[src/rtl/ex_mem_stage_reg.sv]
// EX/MEM pipeline register: carries ALU result, store data, branch target, dest index and MEM/WB control to MEM.
// Latency: 1 cycle from in_* to ou_*; ou_pcsrc is decoded from registered state only (no input-to-output path).
// Backpressure: stall holds every register, flush loads a bubble, and per-edge priority is rst > flush > stall > load.
//
// Ports: clk/rst (synchronous active-high); stall, flush; in_valid plus the EX payload (in_M, in_WB, in_add,
//        in_flag, in_res, in_dat2, in_mux); the registered copies on ou_*; ou_pcsrc = ou_valid & Branch & zero;
//        ou_stall_cnt / ou_flush_cnt are saturating statistics counters.
// Build option: define EX_MEM_STATS_EN to implement the counters. Without it both counter ports are tied to 0.
module ex_mem_stage_reg #(
    parameter int DATA_W = 32,
    parameter int REG_W  = 5,
    parameter int M_W    = 3,
    parameter int WB_W   = 2,
    parameter int CNT_W  = 16
) (
    input  logic              clk,
    input  logic              rst,
    input  logic              stall,
    input  logic              flush,
    input  logic              in_valid,
    input  logic [M_W-1:0]    in_M,
    input  logic [WB_W-1:0]   in_WB,
    input  logic [DATA_W-1:0] in_add,
    input  logic              in_flag,
    input  logic [DATA_W-1:0] in_res,
    input  logic [DATA_W-1:0] in_dat2,
    input  logic [REG_W-1:0]  in_mux,
    output logic              ou_valid,
    output logic [M_W-1:0]    ou_M,
    output logic [WB_W-1:0]   ou_WB,
    output logic [DATA_W-1:0] ou_add,
    output logic              ou_flag,
    output logic [DATA_W-1:0] ou_res,
    output logic [DATA_W-1:0] ou_dat2,
    output logic [REG_W-1:0]  ou_mux,
    output logic              ou_pcsrc,
    output logic [CNT_W-1:0]  ou_stall_cnt,
    output logic [CNT_W-1:0]  ou_flush_cnt
);

    // MEM control bit positions
    localparam int M_BRANCH = 2;

    // Pipeline register. Control (valid, M, WB, zero flag) is gated by in_valid so that
    // no control bit can ever be set while ou_valid is low. Data fields load regardless.
    always_ff @(posedge clk) begin
        if (rst || flush) begin
            ou_valid <= 1'b0;
            ou_M     <= '0;
            ou_WB    <= '0;
            ou_add   <= '0;
            ou_flag  <= 1'b0;
            ou_res   <= '0;
            ou_dat2  <= '0;
            ou_mux   <= '0;
        end else if (!stall) begin
            ou_valid <= in_valid;
            ou_M     <= in_valid ? in_M    : '0;
            ou_WB    <= in_valid ? in_WB   : '0;
            ou_flag  <= in_valid ? in_flag : 1'b0;
            ou_add   <= in_add;
            ou_res   <= in_res;
            ou_dat2  <= in_dat2;
            ou_mux   <= in_mux;
        end
    end

    // Branch decision comes only from registered state so MEM sees a glitch-free select.
    assign ou_pcsrc = ou_valid & ou_M[M_BRANCH] & ou_flag;

`ifdef EX_MEM_STATS_EN
    logic [CNT_W-1:0] stall_cnt;
    logic [CNT_W-1:0] flush_cnt;
    logic             flush_hits_real;

    localparam logic [CNT_W-1:0] CNT_ONE = {{(CNT_W-1){1'b0}}, 1'b1};

    // A flush only discards a real instruction if the slot being overwritten holds one:
    // under stall that is the held register, otherwise it is the incoming EX instruction.
    assign flush_hits_real = stall ? ou_valid : in_valid;

    always_ff @(posedge clk) begin
        if (rst) begin
            stall_cnt <= '0;
            flush_cnt <= '0;
        end else begin
            if (stall && !flush && (stall_cnt != '1))
                stall_cnt <= stall_cnt + CNT_ONE;
            if (flush && flush_hits_real && (flush_cnt != '1))
                flush_cnt <= flush_cnt + CNT_ONE;
        end
    end

    assign ou_stall_cnt = stall_cnt;
    assign ou_flush_cnt = flush_cnt;
`else
    assign ou_stall_cnt = '0;
    assign ou_flush_cnt = '0;
`endif

endmodule

[config.mk]
export PLATFORM = sky130hd
export DESIGN_NAME = ex_mem_stage_reg
export DESIGN_NICKNAME = d
export VERILOG_FILES = /design/src/rtl/ex_mem_stage_reg.sv
export SDC_FILE = /design/constraint.sdc
export NUM_CORES = 1
export LEC_CHECK = 0
export CAP_MARGIN = 20
export CORE_MARGIN = 1.5
export CORE_UTILIZATION = 37
export DETAILED_ROUTE_END_ITERATION = 10
export GPL_ROUTABILITY_DRIVEN = 0
export MAX_ROUTING_LAYER = met4
export PLACE_DENSITY = 0.81
export RECOVER_POWER = 100
export SLEW_MARGIN = 0
export SYNTH_ARGS = -nofsm -noshare
export SYNTH_HDL_FRONTEND = slang
export SYNTH_SLANG_ARGS = --single-unit
[constraint.sdc]
create_clock -name clk -period 0.96 [get_ports clk]
set_input_delay 0.096 -clock clk [delete_from_list [all_inputs] [get_ports clk]]
set_output_delay 0.096 -clock clk [all_outputs]
set_load 0.02 [all_outputs]
# Yosys cells after proc, flatten, opt, wreduce, memory -nomap -nowiden
# Cells that the tools add are included.
[op_classes]
bitwise_logic = 2
n_reduce_logical = 1
n_mux = 3
[ops]
columns = ["cell", "count"]
rows = [
  ["3-bit 2-to-1 mux", 1],
  ["1-bit bitwise AND", 2],
  ["2-bit 2-to-1 mux", 1],
  ["1-bit logical OR", 1],
  ["1-bit 2-to-1 mux", 1],
]
[totals]
reg_bits = 108
out_inout_bits = 141
word_cells = 14

# Logic depth before layout (Yosys ltp)
[depth]
depth_word = 2
ltp_mapped = 5

# Worst setup path before layout
# Ideal clock, no wire load.
[synth_timing]
kind = "input -> register"
from = "input stall"
to = "register ou_add[0]"
setup_time_ns = 0.128
stages = 5
setup_slack_ns = 0.086
arrival_time_ns = 0.747
n_path_buf = 3
required_time_ns = 0.832
cell_sequence = "buf_2 > buf_6 > buf_4 > mux2i_1 > nor2_1"
[synth_lines]
columns = ["element", "line_no", "text"]
rows = [
  ["start: declaration", "18", "input logic stall,"],
  ["end signal: assignment", "61", "ou_add <= in_add;"],
  ["end: declaration", "31", "output logic [DATA_W-1:0] ou_add,"],
]

# Final worst setup path
[layout_timing]
from = "register ou_flag"
to = "output ou_pcsrc"
[layout_via]
elab_chain_len = 1
[layout_rtl]
columns = ["element", "line_no", "text"]
rows = [
  ["start: declaration", "32", "output logic ou_flag,"],
  ["start signal: assignment", "60", "ou_flag <= in_valid ? in_flag : 1'b0;"],
  ["1-bit bitwise AND", "69", "assign ou_pcsrc = ou_valid & ou_M[M_BRANCH] & ou_flag;"],
  ["end: declaration", "36", "output logic ou_pcsrc,"],
]
# Every way passes these cells.

==> reports/metrics.csv <==
metric;value;unit
h-tree-depth;3;
hold_viol;0;
regToRegSetupSlack;0.09;ns
ir_drop;0.000828;V
grt_util_all_layers;18.4;%
syn_avg_cell_area;10.5;sq um
num_rows;38;
grt_pass1_wl;16.1;mm
drv_cap;0;
totalPowerFinal;9.80;mW
diodes;0;
status;finished, violations left;
core-area;10800;sq um
clkTransAtPathRegs;0.09;ns
critPathLaunch;ou_flag;
seqCellArea;2300;sq um
fill_cells;851;
leakage;3.17;nW
layout_setup_ws;-0.121;ns
powerDensity;1410;nW/um^2
hold_path_class;in2reg;
crit_path_max_fanout;2;
die_y;108;microns
synth_top_area_cell;dfxtp_1;
violations;negative setup slack;
drtPass1Iterations;4;
fin_crit;1.08;ns
drtIter0Drc;119;
cts_tree;built;
nets;733;
max_freq;925;MHz
antenna_left;0;
cp.required;0.86;ns
grt_max_degree;52;
cts_max_path_buffers;2;
holdWs;0.0218;ns
ioPinCount;253;
grt_overflow;0;
multiInputGateArea;1640;sq um
r2r-end;ou_dat2[29];
syn_area;4080;sq um
initial_utilization;37.8;%
drc;0;
num_vias;3477;
cp_slowest_cell;dfxtp_2;
ys_ff_latch;108;
hpwl;7.82;mm
synth-seq-area-share;53.0;%
drive_gt1_share;41.2;%
fin_skew;0;ns
hp-start;stall;
cp_data_arrival_time;0.98;ns
cp-start-kind;flip-flop;
path_class;reg2out;
synth.distinct_cells;13;
wl_per_cell;14.5;microns
portBuffers;220;
slew_viol_final;0;
setup-violations-final;106;
die_area;11700;sq um
die_w;108;microns
r2r_cells;4;
finalSetupTns;-3.35;ns
min_path_cells;3;
cpPeakStageDelay;0.35;ns
numClockSinks;108;
syn2layout_area_growth;70.4;%
synthCells;390;
path_cells;and3_4, buf_6;
min_period_over_period;113;%
rsz0062_at_grt;true;
numCtsBuffers;9;
rr_startpoint;ou_dat2[29];
yosys.area.top_type_share;53.0;%
insertion_delay;0.36;ns
ys_warn_count;0;
wl;11.1;mm
antenna_found_initial;0;
synthTopCellsByArea;dfxtp_1, mux2i_1, nor2_1;
min_to;ou_M[0];
grt_pass1_vias;3444;
cts-root-buf;clkbuf_8;
post_drt_via_cell_ratio;4.54;
end_kind;output pin;
dp_slack;-0.268;ns
## cells in the mapped netlist
library cell and count:
a21oi_1 6, and3_1 1, buf_2 6, buf_4 38
buf_6 5, clkbuf_1 8, conb_1 1, dfxtp_1 108
mux2i_1 102, nand2_1 6, nand3b_1 6, nor2_1 102
or2_1 1
## kinds of logic after synthesis
family / after synthesis / share of synthesized area (%)
other cells: 1 / 0.0919
compound gates: 6 / 0.736
buf+inv: 57 / 9.84
simple gates: 116 / 11.3
flops: 108 / 53.0
mux: 102 / 25.0
## layout make-up
type	instances	area share, %
clock inverters	4	1.37
repair buffers	246	37.3
multi-input cells	256	23.6
well taps	140	2.52
clock buffers	12	2.23
flip-flops and latches	108	33.0
## through the flow
stage / utilization, % / std cells / cell area [sq um]
global route: 64.4 / 766 / 6950
finish: 64.4 / 766 / 6950
floorplan: - / 421 / 4200
CTS: 62.5 / 759 / 6740
detailed placement: 58.6 / 736 / 6330
global placement: 58.6 / 736 / 6330
## critical path, delay by kind of cell (launching register included)
family,cells,cell delay [ns]
and+or+nand+nor,1,0.17
DFF,1,0.35
buffers and inverters,1,0.11
## flip-flops by register name (all words and copies together) (netlist names)
name	flops
ou_add	32
ou_res	32
ou_M	3
ou_dat2	32
ou_mux	5
ou_flag	1
ou_WB	2
ou_valid	1
## how the worst max path moves through the flow
| stage | slack (ns) | end |
|---|---|---|
| 2_1_floorplan | 0.09 | ou_add[0] |
| 3_3_place_gp | -0.24 | ou_M[2] |
| 3_5_place_dp | -0.27 | ou_WB[1] |
| 4_1_cts | -0.15 | ou_pcsrc |
| 5_1_grt | -0.17 | ou_pcsrc |
| 6_report | -0.12 | ou_pcsrc |
## metal layers
layer	wire, microns	part of all wire, %	GRT usage, %	vias up
li1	-	-	-	1671
met1	4350	39	20.0	1612
met2	5620	51	31.0	165
met3	780	7.0	4.82	29
met4	335	3.0	9.68	0
met5	0	0	-	-
## power by group
| part | total [mW] | switching, mW | internal [mW] |
|---|---|---|---|
| logic | 1.68 | 0.735 | 0.942 |
| clock network | 3.36 | 1.49 | 1.87 |
| registers | 4.75 | 0.104 | 4.65 |
## repair_timing
| item | in CTS | in global routing |
|---|---|---|
| pin swaps | 1 | 0 |
| gates resized for setup | 710 | 52 |
| setup endpoints to repair | 109 | 98 |
| endpoints found under the hold margin | 1 | 0 |
| hold buffers | 1 | 0 |
| setup buffers | 6 | 7 |
## placed cells by master (no fill, tap or decap)
master,n
nand3b_1,6
clkbuf_1,1
buf_2,1
nand2_1,6
clkinv_2,1
and3_4,1
buf_12,5
clkdlybuf4s50_1,110
dfxtp_2,107
mux2i_1,102
clkbuf_8,11
a21oi_1,6
conb_1,32
buf_4,20
dfxtp_1,1
buf_6,109
nor2_1,102
bufinv_16,3
or2_0,1
dlygate4sd3_1,1
No activity file was read; power rests on OpenSTA's default activity.
